**src/rtl/ck_sleep_ctrl_pkg.sv**
```systemverilog
// Shared encodings for the clock sleep controller: FSM state values and the
// width of the idle hysteresis threshold.
package ck_sleep_ctrl_pkg;

    localparam int IDLE_THRESH_W = 4;

    typedef enum logic [1:0] {
        CK_RUN   = 2'd0,
        CK_COUNT = 2'd1,
        CK_GATED = 2'd2
    } ck_state_e;

endpackage

```
**src/rtl/ck_idle_timer.sv**
```systemverilog
// Loadable 4-bit counter: load has priority, decrement saturates at zero and
// increment saturates at TERM. Flags report zero and terminal count.
module ck_idle_timer
    import ck_sleep_ctrl_pkg::*;
#(
    parameter logic [IDLE_THRESH_W-1:0] TERM = IDLE_THRESH_W'(1)
) (
    input  logic                     clk,
    input  logic                     rst,
    input  logic                     load,
    input  logic [IDLE_THRESH_W-1:0] load_val,
    input  logic                     dec,
    input  logic                     inc,
    output logic [IDLE_THRESH_W-1:0] cnt,
    output logic                     zero,
    output logic                     term
);

    logic [IDLE_THRESH_W-1:0] cnt_q;
    logic [IDLE_THRESH_W-1:0] cnt_d;

    always_comb begin
        cnt_d = cnt_q;
        if (load) begin
            cnt_d = load_val;
        end else if (dec && (cnt_q != '0)) begin
            cnt_d = cnt_q - IDLE_THRESH_W'(1);
        end else if (inc && (cnt_q < TERM)) begin
            cnt_d = cnt_q + IDLE_THRESH_W'(1);
        end
    end

    always_ff @(posedge clk) begin
        if (rst) begin
            cnt_q <= '0;
        end else begin
            cnt_q <= cnt_d;
        end
    end

    assign cnt  = cnt_q;
    assign zero = (cnt_q == '0);
    assign term = (cnt_q == TERM);

endmodule

```
**src/rtl/ck_sleep_ctrl.sv**
```systemverilog
// Core/DMP clock gating controller with idle hysteresis and a gated-cycle
// statistics counter. DMP gating is built only when CK_DMP_GATING_EN is defined.
module ck_sleep_ctrl
    import ck_sleep_ctrl_pkg::*;
#(
    parameter int DMP_IDLE_CYCLES = 4,
    parameter int CNT_W           = 16
) (
    input  logic                     clk_ungated,
    input  logic                     rst_a,
    input  logic                     halt_r,
    input  logic                     sleeping,
    input  logic                     ld_pending,
    input  logic                     mem_busy,
    input  logic                     host_busy,
    input  logic                     irq_pending,
    input  logic [IDLE_THRESH_W-1:0] idle_thresh,
    input  logic                     dmp_busy,
    input  logic                     dmp_req,
    input  logic                     gated_cnt_clr,
    output logic                     ck_disable,
    output logic                     ck_dmp_gated,
    output logic [1:0]               ck_state,
    output logic [CNT_W-1:0]         gated_cnt
);

    ck_state_e          state_q, state_d;
    logic               ck_disable_q, ck_disable_d;
    logic [CNT_W-1:0]   gated_cnt_q, gated_cnt_d;
    logic               idle;
    logic               tmr_load, tmr_dec, tmr_zero, tmr_term;
    logic [IDLE_THRESH_W-1:0] unused_core_cnt;

    assign idle = (halt_r | sleeping) & ~ld_pending & ~mem_busy & ~host_busy & ~irq_pending;

    ck_idle_timer #(.TERM(IDLE_THRESH_W'(1))) u_core_timer (
        .clk      (clk_ungated),
        .rst      (rst_a),
        .load     (tmr_load),
        .load_val (idle_thresh),
        .dec      (tmr_dec),
        .inc      (1'b0),
        .cnt      (unused_core_cnt),
        .zero     (tmr_zero),
        .term     (tmr_term)
    );

    always_comb begin
        state_d  = state_q;
        tmr_load = 1'b0;
        tmr_dec  = 1'b0;
        case (state_q)
            CK_RUN: begin
                if (idle) begin
                    if (idle_thresh == '0) begin
                        state_d = CK_GATED;
                    end else begin
                        state_d  = CK_COUNT;
                        tmr_load = 1'b1;
                    end
                end
            end
            CK_COUNT: begin
                // A zero timer is unreachable here; treat it like terminal so COUNT cannot stall.
                if (!idle) begin
                    state_d = CK_RUN;
                end else if (tmr_term || tmr_zero) begin
                    state_d = CK_GATED;
                end else begin
                    tmr_dec = 1'b1;
                end
            end
            CK_GATED: begin
                if (!idle) begin
                    state_d = CK_RUN;
                end
            end
            default: state_d = CK_RUN;
        endcase

        ck_disable_d = (state_d == CK_GATED);

        gated_cnt_d = gated_cnt_q;
        if (gated_cnt_clr) begin
            gated_cnt_d = '0;
        end else if (ck_disable_q && (gated_cnt_q != '1)) begin
            gated_cnt_d = gated_cnt_q + CNT_W'(1);
        end
    end

    always_ff @(posedge clk_ungated) begin
        if (rst_a) begin
            state_q      <= CK_RUN;
            ck_disable_q <= 1'b0;
            gated_cnt_q  <= '0;
        end else begin
            state_q      <= state_d;
            ck_disable_q <= ck_disable_d;
            gated_cnt_q  <= gated_cnt_d;
        end
    end

    assign ck_disable = ck_disable_q;
    assign ck_state   = state_q;
    assign gated_cnt  = gated_cnt_q;

`ifdef CK_DMP_GATING_EN
    localparam logic [IDLE_THRESH_W-1:0] DMP_TERM = IDLE_THRESH_W'(DMP_IDLE_CYCLES);
    localparam logic [IDLE_THRESH_W-1:0] DMP_PRE  = IDLE_THRESH_W'(DMP_IDLE_CYCLES - 1);

    logic                     dmp_quiet;
    logic                     ck_dmp_gated_q, ck_dmp_gated_d;
    logic [IDLE_THRESH_W-1:0] dmp_cnt;
    logic                     dmp_term, unused_dmp_zero;

    assign dmp_quiet = ~dmp_busy & ~dmp_req;

    ck_idle_timer #(.TERM(DMP_TERM)) u_dmp_timer (
        .clk      (clk_ungated),
        .rst      (rst_a),
        .load     (~dmp_quiet),
        .load_val ('0),
        .dec      (1'b0),
        .inc      (dmp_quiet),
        .cnt      (dmp_cnt),
        .zero     (unused_dmp_zero),
        .term     (dmp_term)
    );

    // Gate on the same edge the timer reaches its terminal count.
    always_comb begin
        ck_dmp_gated_d = dmp_quiet & (dmp_term | (dmp_cnt == DMP_PRE));
    end

    always_ff @(posedge clk_ungated) begin
        if (rst_a) begin
            ck_dmp_gated_q <= 1'b0;
        end else begin
            ck_dmp_gated_q <= ck_dmp_gated_d;
        end
    end

    assign ck_dmp_gated = ck_dmp_gated_q;
`else
    logic unused_dmp_in;
    assign unused_dmp_in = dmp_busy ^ dmp_req;
    assign ck_dmp_gated  = 1'b0;
`endif

endmodule
```
**config.mk**
```make
export PLATFORM = sky130hd
export DESIGN_NAME = ck_sleep_ctrl
export DESIGN_NICKNAME = d
export VERILOG_FILES = /design/src/rtl/ck_sleep_ctrl_pkg.sv /design/src/rtl/ck_idle_timer.sv /design/src/rtl/ck_sleep_ctrl.sv
export SDC_FILE = /design/constraint.sdc
export NUM_CORES = 1
export LEC_CHECK = 0
export ABC_AREA = 1
export BUFFER_PORTS_ARGS = -buffer_cell sky130_fd_sc_hd__buf_2
export CAP_MARGIN = 20
export CORE_ASPECT_RATIO = 0.9
export CORE_UTILIZATION = 40
export CTS_CLUSTER_SIZE = 24
export DETAILED_ROUTE_END_ITERATION = 12
export SLEW_MARGIN = 30
export SYNTH_ARGS = -nofsm -noshare
export SYNTH_HDL_FRONTEND = slang
export SYNTH_HIERARCHICAL = 1
export SYNTH_SLANG_ARGS = --single-unit
```
**constraint.sdc**
```tcl
create_clock -name clk_ungated -period 1.7 [get_ports clk_ungated]
set_input_delay 0.255 -clock clk_ungated [delete_from_list [all_inputs] [get_ports clk_ungated]]
set_output_delay 0.255 -clock clk_ungated [all_outputs]
set_load 0.1 [all_outputs]
```
==> results of run 1 <==
power by group:
part	total [mW]	internal (mW)	switching, mW
registers	0.555	0.541	0.0145
logic	0.327	0.152	0.174
clock network	0.345	0.167	0.177
per-stage QoR:
step | cells | cell area (um^2) | hold WS [ns] | power, mW
detailed placement | 327 | 1941 | 0.4957 | 0.8449
floorplan | 240 | 1654 | 0.3200 | 0.7464
finish | 335 | 2077 | 0.2720 | 1.227
global route | 335 | 2077 | 0.2719 | 1.292
global placement | 327 | 1941 | 0.4906 | 0.8410
CTS | 332 | 2002 | 0.2572 | 1.204
logic make-up (layout without fill, tap and decap cells):
family / Yosys count / count (layout) / synth area share
buffers and inverters: 29 / 78 / 0.08097
flip-flops: 23 / 23 / 0.2893
other: 1 / 2 / 0.002356
XOR/XNOR: 9 / 9 / 0.04952
AO/OA/AOI/OAI: 25 / 25 / 0.1171
adder cells (fa/ha/maj): 5 / 5 / 0.03931
AND/OR/NAND/NOR: 147 / 147 / 0.4214
metal layers:
layer	wire, um	part of all wire	global-route usage
met1	2071	0.56	0.2700
met3	115	0.031	0.03832
met5	0	0	0
met2	1519	0.41	0.2801
met4	16	0.0043	0.02976
critical path, cell delays in order, from the launching register on:
cell and delay, ns:
dfxtp_2 0.34, inv_2 0.06, ha_4 0.15, nor3b_4 0.15
nor2_2 0.14, nand3b_1 0.10, nor2_2 0.15, nand2_4 0.11
buf_6 0.13, buf_4 0.12, nand3_1 0.07, a21oi_2 0.05
registers in the layout, indices dropped and copies added, names as in the netlist:
name	flops
ck_state	2
gated_cnt	16
u_core_timer/cnt	4
ck_disable	1
area by class of cell:
| class | instances | share of cell area |
|---|---|---|
| flip-flops and latches | 23 | 0.2452 |
| clock buffers | 4 | 0.02169 |
| multi-input cells | 188 | 0.5169 |
| inverters | 24 | 0.04337 |
| well taps | 46 | 0.02771 |
| repair buffers | 50 | 0.1452 |
final timing paths:
check	from	to	slack, ns	depth (start not counted)
setup / recovery	u_core_timer/cnt[1]	u_core_timer/cnt[3]	0.03	11
hold / removal	rst_a	u_core_timer/cnt[3]	0.27	2
hold reg to reg	gated_cnt[12]	gated_cnt[12]	0.51	2
setup reg to reg	u_core_timer/cnt[1]	u_core_timer/cnt[3]	0.03	11
synthesized netlist by cell type:
cell / number
o21bai_1: 1
nor2_2: 2
nand3_2: 2
o21ai_0: 5
nand2_4: 2
conb_1: 1
buf_2: 1
xnor2_1: 4
nand2_1: 69
a211oi_2: 1
ha_1: 5
xor2_1: 5
clkbuf_1: 1
inv_1: 23
a21oi_2: 10
dfxtp_1: 23
nor2_1: 37
nand3_4: 1
nand3_1: 13
a21oi_1: 6
nor2_4: 1
buf_6: 2
nor3b_1: 1
nand3b_1: 1
buf_4: 1
nand2_2: 5
o211ai_1: 1
or2_2: 2
nand4_1: 8
o21ai_4: 1
inv_2: 1
nor3_1: 3
what timing repair did:
action | CTS | global route
setup buffers | 1 | 3
endpoints found under the setup margin | 5 | 4
resized for setup | 3 | 16
pin swaps | 1 | 11
==> flow_summary.yaml, run 1 <==
synth:
  synth_area_leaders: "dfxtp_1 29%, nand2_1 16%, nor2_1 8.7%, a21oi_2 5.5%, inv_1 5.4%"
  synth_top_cell_area_share: 0.2893
  yosysTopAreaCell: "dfxtp_1"
  syn_area_um2: 1592
  synth-seq-cells: 23
  avgSynthCellArea_um2: 6.659
  synth.distinct_cells: 32
  ys_seq_area_frac: 0.2893
  synthCells: 239
  yosysWarnings: 6
place:
  io_buffer_count: 31
  hpwlAfterDp_um: 2772
  gp_congestion: 0.8135
  post-place-ws_ns: -0.05532
sta:
  worst_pin_slew_ns: 0.5405
  setup_viol: 0
  rsz0062_at_grt: "yes"
  max_freq_ghz: 0.5984
  clock_skew_ns: 0.002779
  slew_violations: 0
  min_period_ns: 1.671
  hold_violations: 0
  setup_tns_ns: 0
  finalCritPeriodShare: 0.9831
  timing.final.ws_setup_ns: 0.02881
  slew_headroom: 0.6392
power:
  power_leakage_nw: 0.9004
  power_density_nw_per_um2: 590.6
  irDropWorstVdd_v: 0.0002622
grt:
  grt_max_degree: 16
  antenna_found_initial: 0
  grt_pass1_wl_um: 5947
  grt_pass1_vias: 1348
  overflow: 0
  grtUsageTotal: 0.1842
floorplanning:
  dieArea_um2: 4235
  num_rows: 21
  initial_core_util: 0.4236
  core_area_um2: 3757
  die_width_um: 68.49
  ios: 35
  die_y_um: 61.84
clock_tree:
  cts_made_buffers: 3
  clk_pin_slew_ns: 0.08
  cts_sinks: 23
  clock_path_buffers: 2
  insertion_delay_ns: 0.26
  h-tree-depth: 1
  hold_buffers: 0
  clockRootBuffer: "clkbuf_8"
  cts_tree: "built"
worst_setup_path:
  criticalPathCategory: "reg2reg"
  crit_required_ns: 1.86
  crit_arrival_ns: 1.83
  start_kind: "flip-flop"
  endpoint_kind: "flip-flop"
  cp_max_fo: 6
drt:
  firstDrtPassIters: 4
  routed_wl_um: 3722
  ant_nets: 0
  drc: 0
  num_vias: 1612
  wire_per_inst_um: 11.11
  viasPerCell: 4.812
  drt_iter0_drc: 77
final_layout:
  multi_input_area_um2: 1074
  fillers: 381
  num-nets-final: 310
  n_antenna_cell: 0
  layout_common_cells: "68 x nand2_1, 35 x nor2_1, 31 x buf_2, 20 x inv_1, 18 x buf_4"
  final_util: 0.5528
  synthToLayoutAreaGrowth_pct: 30.50
  seqCellArea_um2: 509.2
  drive_gt1_frac: 0.4014
  layout_commonest_cell: "nand2_1"
run:
  maxCapViolCount: 0
run_status:
  status: "complete, no violations"
min_path:
  min_path_type: "in2reg"
Power figures use the tool's default switching activity.
==> run 2: changes to the inputs <==
- CORE_UTILIZATION: 40 -> 49
- PLACE_DENSITY: not set -> 0.73
==> run 2 against run 1 <==
  * Clock skew increased by 0.0068 ns
  * Cell area decreased by 3.2%
  * Fmax increased by 0.83%
  * Worst hold slack got worse by 0.065 ns
  * Sequential cell count unchanged
  * Sequential share of layout area increased by 0.87 points
  * Core utilization increased by 10 points
  * Global-route usage increased by 3.8 points
  * Worst setup slack improved by 0.014 ns
  * First-iteration DRC count decreased by 9.1%
  * Non-clock buffer count decreased by 4
==> flow_summary.yaml, run 2 (same netlist as run 1, synthesis figures left out) <==
power:
  swShare: 0.3071
  power_density_nw_per_um2: 556.9
  irDropWorstVdd_v: 0.0004556
  power_switching_mw: 0.3439
  p_int_mw: 0.7759
  seqPwrFrac: 0.498
  combPwrFrac: 0.269
  clock_power_share: 0.232
  power_leakage_nw: 0.8645
drt:
  routed_wl_um: 3444
  viasPerCell: 4.856
  num_vias: 1588
  drt_iter0_drc: 70
  wire_per_inst_um: 10.53
  drc: 0
  ant_nets: 0
  firstDrtPassIters: 4
floorplanning:
  die_width_um: 62.08
  dieArea_um2: 3480
  core_area_um2: 3067
  die_y_um: 56.07
  ios: 35
  initial_core_util: 0.5190
  num_rows: 19
final_layout:
  n_antenna_cell: 0
  fillers: 288
  largest_reg_flops: 16
  num-nets-final: 306
  final_area_um2: 2011
  synthToLayoutAreaGrowth_pct: 26.34
  drive_gt1_frac: 0.3930
  layout_commonest_cell: "nand2_1"
  layout_common_cells: "67 x nand2_1, 35 x nor2_1, 31 x buf_2, 19 x inv_1, 15 x buf_4"
clock_tree:
  cts_tree: "built"
  h-tree-depth: 1
  insertion_delay_ns: 0.32
  cts_made_buffers: 3
  hold_buffers: 0
  cts_sinks: 23
  clock_path_buffers: 2
  clk_pin_slew_ns: 0.13
  clockRootBuffer: "clkbuf_4"
worst_setup_path:
  rr_worst_depth: 13
  slowest_delay_ns: 0.40
  r2r_slack_ns: 0.04
  cp_max_fo: 6
  crit_arrival_ns: 1.91
  criticalPathCategory: "reg2reg"
  crit_start: "u_core_timer/cnt[0]"
  start_kind: "flip-flop"
  crit_required_ns: 1.95
  worstPathCellList: "inv_2 > ha_2 > nand2_2 > inv_1 > nor2_2 > nand3b_1 > nor2_2 > nand2_4 > nand3_4 > nand2_2 > inv_2 > nand2_2 > a21oi_2"
  timing.rr.start: "u_core_timer/cnt[0]"
  cp_slowest_cell: "dfxtp_4"
  cp-endpoint: "u_core_timer/cnt[3]"
  endpoint_kind: "flip-flop"
  r2r-end: "u_core_timer/cnt[3]"
  crit_top_cell: "nand2_2"
sta:
  holdWs_ns: 0.2066
  timing.final.ws_setup_ns: 0.04250
  clock_skew_ns: 0.009545
  finalCritPeriodShare: 0.9750
  rsz0062_at_grt: "yes"
  max_freq_ghz: 0.6033
  setup_tns_ns: 0
  min_period_ns: 1.658
  slew_headroom: 0.6319
  setup_viol: 0
  worst_pin_slew_ns: 0.5515
  hold_violations: 0
  slew_violations: 0
grt:
  grtUsageTotal: 0.2221
  overflow: 0
  antenna_found_initial: 0
  grt_max_degree: 16
  grt_pass1_vias: 1405
  grt_pass1_wl_um: 5920
run:
  maxCapViolCount: 0
place:
  hpwlAfterDp_um: 2619
  io_buffer_count: 31
  placed_cell_area_um2: 1921
  post-place-ws_ns: -0.01260
  gp_congestion: 0.8405
run_status:
  status: "complete, no violations"
min_path:
  min_path_type: "in2reg"
-- run 2: changes by cell type in the layout (fill, tap and decap cells not counted), sizes merged --
| cell | change |
|---|---|
| buf | -4 |
-- run 2: cell type report --
type                            instances  area [um^2]  area share
Tap cell                               42        52.55     0.02614
Timing Repair Buffer                   46        267.8      0.1332
Sequential cell                        23        510.5      0.2539
Inverter                               24        90.09     0.04480
Clock buffer                            4        26.28     0.01307
Multi-Input combinational cell        188         1064      0.5289
-- run 2: power by group through the flow --
stage                     Sequential, mW  Combinational, mW  Clock (mW)
after floorplan                    0.568              0.178           0
after global routing               0.560              0.333       0.287
after CTS                          0.551              0.268       0.275
final                              0.558              0.302       0.260
after global placement             0.561              0.264           0
after detailed placement           0.562              0.267           0
-- run 2: repair_timing --
| item | 4_1_cts | 5_1_grt |
|---|---|---|
| setup endpoints to repair | 3 | 4 |
| setup buffers | 0 | 2 |
| pin swaps | 0 | 8 |
| gates resized for setup | 2 | 16 |
-- run 2: worst min path at each step --
stage | start | to | slack, ns | cells past startpoint
global placement | gated_cnt[8] | gated_cnt[8] | 0.49 | 2
CTS | rst_a | u_core_timer/cnt[0] | 0.20 | 2
floorplan | rst_a | ck_state[0] | 0.32 | 1
detailed placement | gated_cnt[8] | gated_cnt[8] | 0.49 | 2
global route | rst_a | u_core_timer/cnt[3] | 0.20 | 2
finish | rst_a | u_core_timer/cnt[3] | 0.21 | 2
-- run 2: stage by stage --
stage	utilization	power (mW)	instances
global route	0.6557	1.181	327
CTS	0.6369	1.093	325
detailed placement	0.6263	0.8286	321
finish	0.6557	1.120	327
global placement	0.6263	0.8257	321
floorplan	-	0.7464	240
-- run 2: worst max-delay path: cells and delay by family, from the launching register on --
kind            cells  cell delay [ns]
fa+ha+maj           1             0.17
compound gates      1             0.11
buf+inv             3             0.13
flops               1             0.40
simple gates        8             0.78
-- run 2: per-layer routing --
layer	vias up	track usage	wire length (um)
met5	-	0	0
met2	34	0.3343	1429
li1	854	-	-
met4	0	0.05397	27
met1	696	0.3189	1836
met3	4	0.04651	150
